==> config.mk <==
export PLATFORM = sky130hd
export DESIGN_NAME = doppler_spi_regfile_flat
export DESIGN_NICKNAME = d
export VERILOG_FILES = /design/src/rtl/doppler_spi_regfile_if.sv /design/src/rtl/doppler_spi_regfile.sv /design/src/flat_wrapper.sv
export SDC_FILE = /design/constraint.sdc
export NUM_CORES = 1
export LEC_CHECK = 0
export ABC_CLOCK_PERIOD_IN_PS = 2200
export CAP_MARGIN = 20
export CORE_MARGIN = 3
export CORE_UTILIZATION = 45
export CTS_CLUSTER_DIAMETER = 40
export DETAILED_ROUTE_END_ITERATION = 8
export GPL_ROUTABILITY_DRIVEN = 0
export PLACE_DENSITY_LB_ADDON = 0.2
export SLEW_MARGIN = 0
export SYNTH_ARGS = -nofsm -noshare
export SYNTH_HDL_FRONTEND = slang
export SYNTH_SLANG_ARGS = --single-unit
==> constraint.sdc <==
create_clock -name clk -period 2.2 [get_ports clk]
set_input_delay 0.33 -clock clk [delete_from_list [all_inputs] [get_ports clk]]
set_output_delay 0.33 -clock clk [all_outputs]
set_load 0.05 [all_outputs]
==> src/rtl/doppler_spi_regfile_if.sv <==
// SPI link between the SAMD51 host (master) and the ice40 register controller (slave).
interface doppler_spi_regfile_if;
  logic spi_cs;
  logic spi_sck;
  logic spi_mosi;
  logic spi_miso;

  modport master (output spi_cs, output spi_sck, output spi_mosi, input spi_miso);
  modport slave  (input spi_cs, input spi_sck, input spi_mosi, output spi_miso);
endinterface

==> src/rtl/doppler_spi_regfile.sv <==
// SPI-slave register controller: decodes 24-bit command frames from the host,
// owns the LED / pin-output / output-enable registers and returns the addressed
// register on MISO within the same frame.
// Optional feature macro: DOPPLER_EDGE_CAPTURE_EN (sticky rising-edge capture
// register at address 0x4; when undefined, 0x4 reads 16'h0000).
// SYNC_STAGES must be at least 2.
module doppler_spi_regfile #(
  parameter logic [15:0] ID_VALUE    = 16'hD001,
  parameter int          SYNC_STAGES = 2
) (
  input  logic                    clk,
  input  logic                    resetn,
  doppler_spi_regfile_if.slave    spi,
  input  logic [15:0]             pin_in,
  output logic [15:0]             led_bits,
  output logic [15:0]             pin_out,
  output logic [15:0]             pin_oe,
  output logic                    wr_strobe,
  output logic [3:0]              wr_addr,
  output logic                    frame_err
);

  typedef enum logic [1:0] {ST_IDLE, ST_CMD, ST_DATA, ST_OVER} state_t;

  state_t                        r_state, w_state_nxt;
  logic [4:0]                    r_cnt, w_cnt_nxt;
  // One extra stage on cs/sck holds the previous synced value for edge detection.
  logic [SYNC_STAGES:0]          r_cs_sync, r_sck_sync;
  logic [SYNC_STAGES-1:0]        r_mosi_sync;
  logic [SYNC_STAGES-1:0][15:0]  r_pin_sync;
  logic [23:0]                   r_shift_in;
  logic [15:0]                   r_miso_sr;
  logic [15:0]                   r_led, r_pin_out, r_pin_oe;
  logic                          r_wr_strobe, r_frame_err;
  logic [3:0]                    r_wr_addr;

  logic        w_cs_rise, w_cs_fall, w_sck_rise, w_sck_fall, w_mosi;
  logic [15:0] w_pin_sync, w_edge_val, w_rd_data;
  logic        w_frame_err, w_commit, w_load, w_shift_miso, w_shift_in;
  logic        w_load_bad, w_load_read;

  assign w_cs_rise  =  r_cs_sync[SYNC_STAGES-1]  & ~r_cs_sync[SYNC_STAGES];
  assign w_cs_fall  = ~r_cs_sync[SYNC_STAGES-1]  &  r_cs_sync[SYNC_STAGES];
  assign w_sck_rise =  r_sck_sync[SYNC_STAGES-1] & ~r_sck_sync[SYNC_STAGES];
  assign w_sck_fall = ~r_sck_sync[SYNC_STAGES-1] &  r_sck_sync[SYNC_STAGES];
  assign w_mosi     = r_mosi_sync[SYNC_STAGES-1];
  assign w_pin_sync = r_pin_sync[SYNC_STAGES-1];

  // Command byte sits in the low byte of the input shifter at MISO load time.
  assign w_load_bad  = (r_shift_in[6:4] != 3'b000);
  assign w_load_read = ~r_shift_in[7] & ~w_load_bad;

  // Synchronize the asynchronous SPI pins and pin bank. The cs chain resets to 0
  // so a frame already running when reset releases never produces a falling edge.
  always_ff @(posedge clk or negedge resetn) begin
    if (!resetn) begin
      r_cs_sync   <= '0;
      r_sck_sync  <= '0;
      r_mosi_sync <= '0;
      r_pin_sync  <= '0;
    end else begin
      r_cs_sync   <= {r_cs_sync[SYNC_STAGES-1:0], spi.spi_cs};
      r_sck_sync  <= {r_sck_sync[SYNC_STAGES-1:0], spi.spi_sck};
      r_mosi_sync <= {r_mosi_sync[SYNC_STAGES-2:0], spi.spi_mosi};
      r_pin_sync  <= {r_pin_sync[SYNC_STAGES-2:0], pin_in};
    end
  end

`ifdef DOPPLER_EDGE_CAPTURE_EN
  logic [15:0] r_pin_prev, r_edge;
  logic        w_edge_clr;
  assign w_edge_clr = w_load & w_load_read & (r_shift_in[3:0] == 4'h4);
  assign w_edge_val = r_edge;

  // Sticky rising-edge capture; a new edge in the clear cycle survives the clear.
  always_ff @(posedge clk or negedge resetn) begin
    if (!resetn) begin
      r_pin_prev <= '0;
      r_edge     <= '0;
    end else begin
      r_pin_prev <= w_pin_sync;
      r_edge     <= (w_edge_clr ? 16'h0000 : r_edge) | (w_pin_sync & ~r_pin_prev);
    end
  end
`else
  assign w_edge_val = 16'h0000;
`endif

  // Read mux for the register returned on MISO; malformed commands read zero.
  always_comb begin
    w_rd_data = 16'h0000;
    if (!w_load_bad) begin
      case (r_shift_in[3:0])
        4'h0:    w_rd_data = r_led;
        4'h1:    w_rd_data = r_pin_out;
        4'h2:    w_rd_data = r_pin_oe;
        4'h3:    w_rd_data = w_pin_sync;
        4'h4:    w_rd_data = w_edge_val;
        4'h5:    w_rd_data = ID_VALUE;
        default: w_rd_data = 16'h0000;
      endcase
    end
  end

  // Frame FSM state and saturating bit counter.
  always_ff @(posedge clk or negedge resetn) begin
    if (!resetn) begin
      r_state <= ST_IDLE;
      r_cnt   <= '0;
    end else begin
      r_state <= w_state_nxt;
      r_cnt   <= w_cnt_nxt;
    end
  end

  // Next-state decode plus the per-cycle shift/load/commit/error controls.
  always_comb begin
    w_state_nxt  = r_state;
    w_cnt_nxt    = r_cnt;
    w_frame_err  = 1'b0;
    w_commit     = 1'b0;
    w_load       = 1'b0;
    w_shift_miso = 1'b0;
    w_shift_in   = 1'b0;
    if (w_cs_rise) begin
      w_state_nxt = ST_IDLE;
      if (r_state == ST_CMD || r_state == ST_DATA) w_frame_err = 1'b1;
      if (r_state == ST_OVER && r_cnt == 5'd24 && r_shift_in[23] &&
          r_shift_in[22:20] == 3'b000 && r_shift_in[19:16] <= 4'h2)
        w_commit = 1'b1;
    end else begin
      case (r_state)
        ST_IDLE: begin
          if (w_cs_fall) begin
            w_state_nxt = ST_CMD;
            w_cnt_nxt   = 5'd0;
          end
        end
        ST_CMD: begin
          if (w_sck_rise) begin
            w_shift_in = 1'b1;
            w_cnt_nxt  = r_cnt + 5'd1;
            if (r_cnt == 5'd7) w_state_nxt = ST_DATA;
          end
        end
        ST_DATA: begin
          if (w_sck_rise) begin
            w_shift_in = 1'b1;
            w_cnt_nxt  = r_cnt + 5'd1;
            if (r_cnt == 5'd23) w_state_nxt = ST_OVER;
          end
          if (w_sck_fall) begin
            if (r_cnt == 5'd8) begin
              w_load      = 1'b1;
              w_frame_err = w_load_bad;
            end else begin
              w_shift_miso = 1'b1;
            end
          end
        end
        ST_OVER: begin
          // 25th bit flags a long frame; the counter then sticks at 25.
          if (w_sck_rise && r_cnt == 5'd24) begin
            w_cnt_nxt   = 5'd25;
            w_frame_err = 1'b1;
          end
        end
        default: w_state_nxt = ST_IDLE;
      endcase
    end
  end

  // Shifters, register file updates and single-cycle status pulses.
  always_ff @(posedge clk or negedge resetn) begin
    if (!resetn) begin
      r_shift_in  <= '0;
      r_miso_sr   <= '1;
      r_led       <= '0;
      r_pin_out   <= '0;
      r_pin_oe    <= '0;
      r_wr_strobe <= 1'b0;
      r_wr_addr   <= '0;
      r_frame_err <= 1'b0;
    end else begin
      r_wr_strobe <= w_commit;
      r_frame_err <= w_frame_err;
      if (w_shift_in) r_shift_in <= {r_shift_in[22:0], w_mosi};
      if (w_load)            r_miso_sr <= w_rd_data;
      else if (w_shift_miso) r_miso_sr <= {r_miso_sr[14:0], 1'b1};
      if (w_commit) begin
        r_wr_addr <= r_shift_in[19:16];
        case (r_shift_in[19:16])
          4'h0:    r_led     <= r_shift_in[15:0];
          4'h1:    r_pin_out <= r_shift_in[15:0];
          default: r_pin_oe  <= r_shift_in[15:0];
        endcase
      end
    end
  end

  assign spi.spi_miso = (r_state == ST_DATA) ? r_miso_sr[15] : 1'b1;
  assign led_bits     = r_led;
  assign pin_out      = r_pin_out;
  assign pin_oe       = r_pin_oe;
  assign wr_strobe    = r_wr_strobe;
  assign wr_addr      = r_wr_addr;
  assign frame_err    = r_frame_err;

endmodule

==> src/flat_wrapper.sv <==
// flat-port wrapper written by rule: the top's interface ports become plain ports
module doppler_spi_regfile_flat 
#(
  parameter logic [15:0] ID_VALUE    = 16'hD001,
  parameter int          SYNC_STAGES = 2
)
  (clk, resetn, pin_in, led_bits, pin_out, pin_oe, wr_strobe, wr_addr, frame_err, spi_spi_cs, spi_spi_sck, spi_spi_mosi, spi_spi_miso);
  doppler_spi_regfile_if spi_i ();
  input  logic clk;
  input  logic resetn;
  input  logic [15:0] pin_in;
  output logic [15:0] led_bits;
  output logic [15:0] pin_out;
  output logic [15:0] pin_oe;
  output logic wr_strobe;
  output logic [3:0] wr_addr;
  output logic frame_err;
  input wire logic [$bits(spi_i.spi_cs)-1:0] spi_spi_cs;
  input wire logic [$bits(spi_i.spi_sck)-1:0] spi_spi_sck;
  input wire logic [$bits(spi_i.spi_mosi)-1:0] spi_spi_mosi;
  output wire logic [$bits(spi_i.spi_miso)-1:0] spi_spi_miso;
  assign spi_i.spi_cs = spi_spi_cs;
  assign spi_i.spi_sck = spi_spi_sck;
  assign spi_i.spi_mosi = spi_spi_mosi;
  assign spi_spi_miso = spi_i.spi_miso;
  doppler_spi_regfile #(.ID_VALUE(ID_VALUE), .SYNC_STAGES(SYNC_STAGES)) u_core (.clk(clk), .resetn(resetn), .spi(spi_i), .pin_in(pin_in), .led_bits(led_bits), .pin_out(pin_out), .pin_oe(pin_oe), .wr_strobe(wr_strobe), .wr_addr(wr_addr), .frame_err(frame_err));
endmodule
### Yosys cells after proc, flatten, opt, wreduce, memory -nomap -nowiden

Index checks and enable logic that the tools add are counted.

* register bits after elaboration: 141
* bits in latches: 0
* RAM bits: 0
* bits in read-only memories: 0
* input port bits: 21
* output and inout port bits: 55
* logic and storage cells: 102
* memories kept: 0

* add/sub/neg operators: 1
* multiply operators: 0
* divide/modulo/power cells: 0
* order comparisons: 1
* equal/unequal tests: 20
* shift-type cells: 0
* muxes and demuxes: 35
* bitwise gates (word level): 10
* reduce and logical (&&, ||, !) cells: 20

Operator list (count)
* $pmux 16 s5: 1
* $mux 16: 3
* $mux 1: 19
* $mux 5: 3
* $pmux 5 s3: 1
* $mux 2: 6
* $eq 5x5->1 const B: 2
* $ne 3x1->1 const B: 3
* $eq 4x1->1 const B: 2
* $eq 4x2->1 const B: 2
* $logic_not 4->1: 2
* $ne 3x2->1 const B: 2
* $not 1->1: 6
* $pmux 2 s3: 1
* $reduce_and 2->1: 3
* $reduce_and 6->1: 1
* $add 5x1->5 const B: 1
* $eq 5x3->1 const B: 1
* $eq 5x4->1 const B: 1
* $logic_and 1x1->1: 5
* $and 1x1->1: 4
* $eq 2x2->1 const B: 2
* $eq 4x3->1 const B: 1
* $le 4x2->1 const B: 1
* 12 further kinds: 14

### Depth between registers and ports, before layout

Gate-level depths: netlist of the first run.

* word-level depth: 8
* mapped depth: 8
* mapped depth without buffers: 7

### Worst setup path before layout of the first run

No wires, ideal clock.

* path type: reg-to-reg
* start: register u_core.r_shift_in[20]
* end: register u_core.r_pin_oe[10] (netlist: u_core.pin_oe[10])
* setup time: 0.125 ns
* arrival time: 2.243 ns
* required time: 2.075 ns
* slack: -0.168 ns
* cell stages (with the launch flop): 7
* path buffers: 1
* period minus slack after synthesis: 2.368 ns
* cell sequence: dfrtp_1 -> or4_4 -> nor4b_4 -> nand3_4 -> nor3b_4 -> buf_12 -> mux2_4

* word-level cells in the longest chain between the ends: 6

RTL lines
* from (decl): line doppler_spi_regfile.sv:31 `logic [23:0] r_shift_in;`
* from (signal assigned): line doppler_spi_regfile.sv:187 `if (w_shift_in) r_shift_in <= {r_shift_in[22:0], w_mosi};`
* $logic_not 3->1: line doppler_spi_regfile.sv:129 `r_shift_in[22:20] == 3'b000 && r_shift_in[19:16] <= 4'h2)`
* $logic_and 1x1->1: line doppler_spi_regfile.sv:128 `if (r_state == ST_OVER && r_cnt == 5'd24 && r_shift_in[23] &&`
* $logic_and 1x1->1: line doppler_spi_regfile.sv:129
* $mux 1: line doppler_spi_regfile.sv:128
* $mux 1: line doppler_spi_regfile.sv:125 `if (w_cs_rise) begin`
* $reduce_and 2->1 (no line)
* to (signal assigned): line doppler_spi_regfile.sv:195 `default: r_pin_oe <= r_shift_in[15:0];`
* to (decl): line doppler_spi_regfile.sv:33 `logic [15:0] r_led, r_pin_out, r_pin_oe;`

Every way passes these cells.
A chain may end at the register's enable or synchronous reset.

### Worst setup path in the final report of the first run

* start: register u_core.r_shift_in[20]
* end: register u_core.r_pin_out[6] (netlist: u_core.pin_out[6])

* word-level cells in the longest chain between the ends: 6

RTL lines
* $logic_not 3->1: line doppler_spi_regfile.sv:129
* $logic_and 1x1->1: line doppler_spi_regfile.sv:128
* $logic_and 1x1->1: line doppler_spi_regfile.sv:129
* $mux 1: line doppler_spi_regfile.sv:128
* $mux 1: line doppler_spi_regfile.sv:125
* $reduce_and 2->1 (no line)
* to (signal assigned): line doppler_spi_regfile.sv:194 `4'h1: r_pin_out <= r_shift_in[15:0];`
* to (decl): line doppler_spi_regfile.sv:33

Every way passes these cells.

==> results.py, run 1 <==
metrics = {
    "outcome": {
        "status": "complete, but fails checks",
        "violations": "negative setup slack",
    },
    "synth": {
        "synthArstFlopShare_pct": 100,
        "synth-main-ff-cell": "dfrtp_1",
        "synth_cell_types": 48,
        "synth_seq_area_share_pct": 61.7,
        "synth_edf_count": 0,
        "synth_nets": 433,
        "syn_avg_cell_area_um2": 14.2,
        "syn_area_um2": 5750,
        "yosys_warnings": 0,
        "synth_seq_cells": 141,
        "netlist_instances": 405,
    },
    "floorplan": {
        "placement_rows": 40,
        "die_y_um": 119,
        "start_util_pct": 46.9,
        "die_area_um2": 14200,
        "ios": 76,
        "chipWidth_um": 119,
        "core_area_um2": 12300,
    },
    "timing": {
        "hold_viol": 0,
        "layout_setup_ws_ns": -0.125,
        "clock_skew_ns": 0.00701,
        "fin_hold_ws_ns": 0.345,
        "drv_slew": 0,
        "fin_setup_tns_ns": -4.05,
        "tightest_slew_ns": 0.621,
        "maxSlewHeadroom_pct": 58.6,
        "fmax_ghz": 0.430,
        "fin_crit_ns": 2.32,
        "finalSetupViolCount": 48,
        "grt_setup_unrepaired": "true",
        "finalCritPeriodShare_pct": 106,
    },
    "final_layout": {
        "layout.nets": 542,
        "layout_common_cells": "dfrtp_1 (125), clkdlybuf4s50_1 (73), mux2_4 (43)",
        "fin_util_pct": 63.0,
        "num_antenna_cells": 0,
        "fillCellCount": 958,
        "syn_to_final_growth_pct": 34.3,
        "final_common_cell": "dfrtp_1",
        "seq_area_um2": 3550,
        "multi_input_area_um2": 2180,
        "final_layout_size_suffix_gt1_share_pct": 31.3,
    },
    "placement": {
        "dp_hpwl_mm": 8.24,
        "numPortBuffers": 75,
    },
    "hold_path": {
        "hp-class": "input port to register",
        "hold_start": "pin_in[12]",
    },
    "global_routing": {
        "overflow": 0,
        "grt_util_all_layers_pct": 19.3,
        "grt.met3_usage_pct": 4.61,
        "grt_busiest_layer": "met2",
        "grt_pass1_wl_mm": 21.1,
        "grt_pass1_vias": 3907,
        "antenna_found_initial": 0,
        "use_met1_pct": 26.5,
        "met2_usage_pct": 29.5,
        "grt_start_max_net_pins": 65,
    },
    "routing": {
        "routed-via-count": 3703,
        "via_per_inst": 5.33,
        "drt_iter0_markers": 210,
        "wire_per_inst_um": 19.1,
        "drc": 0,
        "ant_nets": 0,
        "drt_wl_total_mm": 13.2,
        "firstDrtPassIters": 4,
    },
    "critical_path": {
        "endpoint": "u_core.pin_out[6]$_DFFE_PN0P_",
        "path_class": "register to register",
        "r2r_start": "u_core.r_shift_in[20]$_DFFE_PN0P_",
        "critPathMaxFanout": 5,
        "r2r-end": "u_core.pin_out[6]$_DFFE_PN0P_",
        "critical_path.startpoint": "u_core.r_shift_in[20]$_DFFE_PN0P_",
        "worstPathRequired_ns": 2.50,
        "end_kind": "register",
        "worstPathArrival_ns": 2.63,
        "critPathLaunchType": "register",
        "reg2regPathDepth": 7,
        "r2r_slack_ns": -0.12,
    },
    "clock_tree": {
        "cts_tree": "built",
        "clkTransAtPathRegs_ns": 0.06,
        "clock_sinks": 141,
        "root_buffer": "clkbuf_16",
        "clkLatencyLatePin_ns": 0.42,
        "htree_levels": 4,
        "cts_buffer_depth": 2,
        "numCtsBuffers": 17,
    },
    "power": {
        "p_leak_uw": 0.00340,
        "power_uw": 7130,
        "p_per_area_nw_per_um2": 922,
        "peakVddDrop_uv": 614,
    },
    "job": {
        "max-cap-violations": 0,
    },
}
## cell usage after synthesis, types with 2 or more instances
library cell | number | share of area [%]
mux2i_1 | 14 | 2.4
o31ai_1 | 2 | 0.26
o21ai_0 | 20 | 1.7
mux2_2 | 54 | 11
nor3b_4 | 2 | 0.65
and4b_1 | 2 | 0.35
a21oi_1 | 7 | 0.61
a221o_1 | 3 | 0.52
a221oi_1 | 13 | 2.0
ha_1 | 7 | 1.5
clkbuf_1 | 15 | 0.98
inv_1 | 8 | 0.52
mux2_4 | 18 | 4.7
a41oi_1 | 2 | 0.30
a31oi_1 | 3 | 0.33
a22oi_1 | 15 | 2.0
nand3b_1 | 2 | 0.26
nand2_1 | 11 | 0.72
nor3_1 | 2 | 0.17
a211oi_1 | 3 | 0.39
and2_1 | 2 | 0.22
nor2_1 | 20 | 1.3
o221ai_1 | 3 | 0.46
a21o_1 | 2 | 0.26
nand2b_1 | 8 | 0.87
dfstp_2 | 16 | 7.3
or3_1 | 2 | 0.22
nor2b_1 | 5 | 0.54
dfrtp_1 | 125 | 54
## report_power, final
part	leakage, uW	switching, uW	internal, uW
sequential	0.00181	193	2740
combinational	0.00130	733	502
clock	0.000293	1110	1850
total	0.00340	2030	5100
## how the worst min path moves through the flow
| stage | to | slack [ns] | depth (start not counted) |
|---|---|---|---|
| final | u_core.r_pin_sync[12]$_DFF_PN0_ | 0.35 | 1 |
| after global routing | u_core.r_pin_sync[13]$_DFF_PN0_ | 0.33 | 1 |
| after CTS | u_core.r_pin_sync[9]$_DFF_PN0_ | 0.33 | 1 |
| after floorplan | u_core.frame_err$_DFF_PN0_ | 0.03 | 0 |
| after global placement | u_core.w_pin_sync[10]$_DFF_PN0_ | 0.33 | 0 |
| after detailed placement | u_core.w_pin_sync[10]$_DFF_PN0_ | 0.33 | 0 |
## kinds of logic after synthesis
kind of cell,count (synthesis),share of synthesized area [%]
compound gates,77,9.44
fa+ha+maj,7,1.52
buf+inv,28,2.33
flops,141,61.7
mux,86,17.7
simple gates,66,7.33
## critical path, cell delays in order (launching register included)
cell	delay (ns)
dfrtp_1	0.37
or4_4	0.54
nor4b_4	0.27
nand3_4	0.15
nor3b_4	0.27
buf_6	0.16
buf_8	0.14
mux2_4	0.31
## metal layers
| layer | up-vias | share of wire [%] |
|---|---|---|
| met1 | 1895 | 47 |
| met4 | 0 | 1.8 |
| li1 | 1709 | - |
| met2 | 79 | 47 |
| met3 | 20 | 4.2 |
| met5 | - | 0 |
## timing repair
action | 4_1_cts | 5_1_grt
setup endpoints to repair | 48 | 49
gates cloned | 1 | 3
hold buffers | 1 | 0
pin swaps | 3 | 2
gates resized for setup | 14 | 11
endpoints found under the hold margin | 47 | 0
setup buffers | 5 | 5
## layout make-up
cell class | count | area share (%)
clock buffers | 20 | 5.91
repair buffers | 110 | 14.8
flip-flops and latches | 141 | 45.9
inverters | 8 | 0.389
multi-input cells | 236 | 28.2
clock inverters | 12 | 2.04
well taps | 168 | 2.72
## flip-flops by register name, summed over array words and instances (netlist names)
| signal | count |
|---|---|
| u_core.r_shift_in | 24 |
| u_core.led_bits | 16 |
| u_core.pin_oe | 16 |
| u_core.pin_out | 16 |
| u_core.r_miso_sr | 16 |
| u_core.r_pin_sync | 16 |
| u_core.w_pin_sync | 16 |
| u_core.r_cnt | 5 |
| u_core.wr_addr | 4 |
| u_core.r_cs_sync | 3 |
| u_core.r_sck_sync | 3 |
| u_core.r_mosi_sync | 2 |
| u_core.r_state | 2 |
| u_core.frame_err | 1 |
| u_core.wr_strobe | 1 |
## per-stage QoR
| step | setup slack, ns | std cells | instance area, um2 |
|---|---|---|---|
| after floorplan | -0.150 | 405 | 5790 |
| final | -0.125 | 695 | 7730 |
| after global placement | -0.0823 | 650 | 6880 |
| after detailed placement | -0.133 | 650 | 6880 |
| after global routing | -0.232 | 695 | 7730 |
| after CTS | -0.128 | 689 | 7620 |
No activity file was read; power rests on OpenSTA's default activity.
==> run 2: changes to the inputs <==
--- a/config.mk
+++ b/config.mk
@@ -7,8 +7,7 @@
 export LEC_CHECK = 0
 export ABC_CLOCK_PERIOD_IN_PS = 2200
 export CAP_MARGIN = 20
-export CORE_MARGIN = 3
-export CORE_UTILIZATION = 45
+export CORE_UTILIZATION = 38
 export CTS_CLUSTER_DIAMETER = 40
 export DETAILED_ROUTE_END_ITERATION = 8
 export GPL_ROUTABILITY_DRIVEN = 0
==> results.py, run 2 (same netlist as run 1, synthesis figures left out) <==
metrics = {
    "outcome": {
        "status": "complete, but fails checks",
        "violations": "design-rule violations, negative setup slack",
    },
    "final_layout": {
        "syn_to_final_growth_pct": 34.2,
        "largest_reg_flops": 24,
        "num_antenna_cells": 0,
        "layout.nets": 540,
        "top_register": "u_core.r_shift_in",
        "fin_util_pct": 52.7,
        "layout_common_cells": "dfrtp_1 (125), clkdlybuf4s50_1 (73), mux2_4 (41)",
        "final_common_cell": "dfrtp_1",
        "final_layout_size_suffix_gt1_share_pct": 31.0,
    },
    "clock_tree": {
        "cts_buffer_depth": 2,
        "clkLatencyLatePin_ns": 0.42,
        "cts_tree": "built",
        "numCtsBuffers": 17,
        "clock_sinks": 141,
        "clkTransAtPathRegs_ns": 0.06,
        "htree_levels": 4,
        "root_buffer": "clkbuf_16",
    },
    "critical_path": {
        "r2r_slack_ns": -0.16,
        "r2r-end": "u_core.pin_oe[3]$_DFFE_PN0P_",
        "worstPathArrival_ns": 2.66,
        "r2r_start": "u_core.r_shift_in[20]$_DFFE_PN0P_",
        "reg2regPathDepth": 7,
        "critPathMaxFanout": 8,
        "end_kind": "register",
        "worstPathRequired_ns": 2.50,
        "critPathLaunchType": "register",
        "path_class": "register to register",
    },
    "placement": {
        "numPortBuffers": 75,
        "dp_hpwl_mm": 8.31,
        "place_ws_ns": -0.151,
    },
    "power": {
        "p_sw_uw": 2030,
        "pwr-share-comb_pct": 17.1,
        "power.share.sequential_pct": 41.1,
        "clkPwrFrac_pct": 41.8,
        "p_leak_uw": 0.00339,
        "p_per_area_nw_per_um2": 921,
        "peakVddDrop_uv": 565,
        "intPower_uw": 5080,
        "swShare_pct": 28.5,
    },
    "routing": {
        "via_per_inst": 5.12,
        "wire_per_inst_um": 18.4,
        "drc": 6,
        "drt_wl_total_mm": 13.1,
        "routed-via-count": 3633,
        "ant_nets": 0,
        "drt_iter0_markers": 273,
        "firstDrtPassIters": 6,
    },
    "timing": {
        "finalSetupViolCount": 39,
        "fin_crit_ns": 2.36,
        "fin_hold_ws_ns": 0.339,
        "tightest_slew_ns": 0.615,
        "hold_viol": 0,
        "grt_setup_unrepaired": "true",
        "layout_setup_ws_ns": -0.157,
        "drv_slew": 0,
        "fmax_ghz": 0.424,
        "clock_skew_ns": 0.0113,
        "finalCritPeriodShare_pct": 107,
        "maxSlewHeadroom_pct": 58.5,
    },
    "global_routing": {
        "use_met1_pct": 24.5,
        "grt_util_all_layers_pct": 17.8,
        "grt.met3_usage_pct": 4.71,
        "grt_start_max_net_pins": 62,
        "grt_busiest_layer": "met2",
        "grt_pass1_vias": 3852,
        "grt_pass1_wl_mm": 21.2,
        "antenna_found_initial": 0,
        "overflow": 0,
        "met2_usage_pct": 27.1,
    },
    "floorplan": {
        "die_y_um": 125,
        "placement_rows": 44,
        "ios": 76,
        "die_area_um2": 15600,
        "start_util_pct": 39.3,
        "core_area_um2": 14600,
        "chipWidth_um": 125,
    },
    "job": {
        "max-cap-violations": 0,
    },
    "hold_path": {
        "hold_start": "u_core.r_pin_sync[8]$_DFF_PN0_",
        "hp-class": "register to register",
        "holdPathStages": 0,
        "worst_hold_path.endpoint": "u_core.w_pin_sync[8]$_DFF_PN0_",
    },
}
==> run 2: stage by stage <==
stage          power (uW)  cells  area (um2)  TNS (ns)
6_report             7110    709        7720     -3.88
4_1_cts              7170    703        7620     -3.15
3_5_place_dp         4180    665        6900     -4.87
5_1_grt              7460    709        7720     -7.41
3_3_place_gp         4160    665        6900     -2.54
2_1_floorplan        3720    405        5790     -3.60
==> run 2: layout make-up <==
cell class	instances	area (um2)
fillers	1230	6920
well taps	184	230
clock inverters	12	158
flip-flops and latches	141	3550
repair buffers	108	1130
multi-input cells	236	2170
clock buffers	20	457
inverters	8	30.0
==> run 2: routing by layer <==
layer | routed length (um) | up-vias
li1 | - | 1700
met1 | 6290 | 1859
met2 | 6200 | 65
met3 | 428 | 9
met4 | 128 | 0
met5 | 0 | -
==> run 2: timing repair <==
action                                  in CTS  in global routing
resized for setup                           12                  8
setup buffers                                4                  4
endpoints found under the setup margin      48                 52
pin swaps                                    3                  1
endpoints found under the hold margin       34                  0
cloned                                       1                  3
hold buffers                                 1                  0
==> run 2: how the worst max path moves through the flow <==
stage                                            from                             to  slack, ns  cells after the start
floorplan           u_core.r_shift_in[20]$_DFFE_PN0P_  u_core.pin_oe[10]$_DFFE_PN0P_      -0.15                      6
global placement    u_core.r_shift_in[20]$_DFFE_PN0P_  u_core.pin_out[8]$_DFFE_PN0P_      -0.09                      6
detailed placement  u_core.r_shift_in[20]$_DFFE_PN0P_  u_core.pin_out[8]$_DFFE_PN0P_      -0.15                      6
CTS                 u_core.r_shift_in[20]$_DFFE_PN0P_  u_core.pin_out[5]$_DFFE_PN0P_      -0.13                      7
global route        u_core.r_shift_in[20]$_DFFE_PN0P_  u_core.pin_out[5]$_DFFE_PN0P_      -0.22                      7
finish              u_core.r_shift_in[20]$_DFFE_PN0P_   u_core.pin_oe[3]$_DFFE_PN0P_      -0.16                      7
==> run 2: power groups by stage <==
stage	Combinational, uW	Sequential [uW]	Clock [uW]
after floorplan	854	2870	0
after global placement	1200	2960	0
after detailed placement	1220	2970	0
after CTS	1230	2920	3020
after global routing	1350	2950	3150
final	1220	2920	2970
==> run 2: worst max-delay path, stage by stage, from the launching register on <==
cell and delay [ns]:
dfrtp_1 0.38, or4_4 0.55, nor4b_4 0.28, nand3_4 0.16
nor3b_4 0.24, buf_12 0.15, clkbuf_16 0.17, mux2_4 0.30
==> run 3: changes to the inputs <==
--- a/config.mk
+++ b/config.mk
@@ -12,6 +12,7 @@
 export DETAILED_ROUTE_END_ITERATION = 8
 export GPL_ROUTABILITY_DRIVEN = 0
 export PLACE_DENSITY_LB_ADDON = 0.2
+export SKIP_LAST_GASP = 1
 export SLEW_MARGIN = 0
 export SYNTH_ARGS = -nofsm -noshare
 export SYNTH_HDL_FRONTEND = slang
==> results.py, run 3 (same netlist as run 1, synthesis figures left out) <==
metrics = {
    "global_routing": {
        "overflow": 0,
        "grt_start_max_net_pins": 62,
        "grt_util_all_layers_pct": 17.8,
        "grt_pass1_vias": 3842,
        "antenna_found_initial": 0,
        "grt_pass1_wl_mm": 21.1,
    },
    "routing": {
        "wire_per_inst_um": 18.4,
        "via_per_inst": 5.16,
        "drt_iter0_markers": 262,
        "routed-via-count": 3659,
        "ant_nets": 0,
        "drc": 6,
        "firstDrtPassIters": 6,
        "drt_wl_total_mm": 13.1,
    },
    "timing": {
        "fin_hold_ws_ns": 0.339,
        "finalSetupViolCount": 39,
        "drv_slew": 0,
        "fin_crit_ns": 2.37,
        "clock_skew_ns": 0.0110,
        "hold_viol": 0,
        "fmax_ghz": 0.423,
        "layout_setup_ws_ns": -0.165,
        "tightest_slew_ns": 0.615,
        "maxSlewHeadroom_pct": 58.5,
        "grt_setup_unrepaired": "true",
        "finalCritPeriodShare_pct": 108,
    },
    "final_layout": {
        "layout.nets": 540,
        "top_register": "u_core.r_shift_in",
        "largest_reg_flops": 24,
        "final_layout_size_suffix_gt1_share_pct": 31.0,
        "num_antenna_cells": 0,
        "fillCellCount": 1244,
        "syn_to_final_growth_pct": 33.6,
        "final_common_cell": "dfrtp_1",
        "layout_common_cells": "dfrtp_1 (125), clkdlybuf4s50_1 (73), mux2_2 (39)",
    },
    "job": {
        "max-cap-violations": 0,
    },
    "power": {
        "peakVddDrop_uv": 554,
        "power_uw": 7110,
        "p_leak_uw": 0.00338,
        "p_per_area_nw_per_um2": 925,
    },
    "clock_tree": {
        "clock_sinks": 141,
        "htree_levels": 4,
        "cts_tree": "built",
        "root_buffer": "clkbuf_16",
        "clkLatencyLatePin_ns": 0.42,
        "cts_buffer_depth": 2,
        "clkTransAtPathRegs_ns": 0.06,
        "numCtsBuffers": 17,
    },
    "hold_path": {
        "hp-class": "register to register",
    },
    "floorplan": {
        "die_area_um2": 15600,
        "die_y_um": 125,
        "chipWidth_um": 125,
        "core_area_um2": 14600,
        "start_util_pct": 39.3,
        "ios": 76,
        "placement_rows": 44,
    },
    "critical_path": {
        "critPathLaunchType": "register",
        "end_kind": "register",
        "worstPathRequired_ns": 2.50,
        "path_class": "register to register",
        "worstPathArrival_ns": 2.67,
        "critPathMaxFanout": 8,
    },
    "placement": {
        "place_ws_ns": -0.151,
        "dp_hpwl_mm": 8.31,
        "numPortBuffers": 75,
    },
    "outcome": {
        "violations": "design-rule violations, negative setup slack",
        "status": "complete, but fails checks",
    },
}
## run 3: through the flow
stage               cell area [um2]  utilization [%]  std cells  TNS (ns)
floorplan                      5790                -        405     -3.60
global placement               6900             47.1        665     -2.54
detailed placement             6900             47.1        665     -4.87
CTS                            7580             51.7        703     -3.28
global route                   7690             52.5        709     -8.00
finish                         7690             52.5        709     -4.45
## run 3: area by class of cell
type / count / area [um2] / area share [%]
clock inverter: 12 / 158 / 2.05
inverter: 8 / 30.0 / 0.391
multi-input combinational: 236 / 2140 / 27.8
timing repair buffer: 108 / 1120 / 14.6
tap: 184 / 230 / 2.99
sequential: 141 / 3550 / 46.2
clock buffer: 20 / 457 / 5.94
## run 3: timing repair
action	4_1_cts	5_1_grt
endpoints found under the setup margin	48	52
setup buffers	4	4
endpoints found under the hold margin	34	0
cloned	1	3
hold buffers	1	0
resized for setup	1	10
pin swaps	3	1
## run 3: report_power, final
part,internal (uW),total (uW),switching [uW]
Combinational,485,1210,724
Sequential,2740,2930,184
Clock,1850,2970,1120
## run 3: layer usage
| layer | GRT usage, % | share of wire [%] | up-vias |
|---|---|---|---|
| met1 | 24.3 | 47 | 1876 |
| li1 | - | - | 1704 |
| met4 | 6.53 | 1.0 | 0 |
| met5 | 0 | 0 | - |
| met2 | 27.1 | 48 | 65 |
| met3 | 4.71 | 3.5 | 14 |
## run 3: worst paths after layout
| check | startpoint | end | slack (ns) | cells past startpoint |
|---|---|---|---|---|
| worst max-delay path | u_core.r_shift_in[20]$_DFFE_PN0P_ | u_core.pin_out[2]$_DFFE_PN0P_ | -0.17 | 7 |
| worst min-delay path | u_core.r_pin_sync[8]$_DFF_PN0_ | u_core.w_pin_sync[8]$_DFF_PN0_ | 0.34 | 0 |
| worst max register to register | u_core.r_shift_in[20]$_DFFE_PN0P_ | u_core.pin_out[2]$_DFFE_PN0P_ | -0.17 | 7 |
| worst min register to register | u_core.r_pin_sync[8]$_DFF_PN0_ | u_core.w_pin_sync[8]$_DFF_PN0_ | 0.34 | 0 |
| max in group asynchronous | resetn | u_core.wr_addr[0]$_DFFE_PN0P_ | 1.00 | 3 |
| min in group asynchronous | resetn | u_core.frame_err$_DFF_PN0_ | 0.40 | 2 |
## run 3: worst max-delay path: stages, from the launching register on
cell and delay (ns):
dfrtp_1 0.38, or4_4 0.55, nor4b_4 0.28, nand3_4 0.16, nor3b_4 0.26, buf_4 0.17
buf_16 0.14, mux2_4 0.30
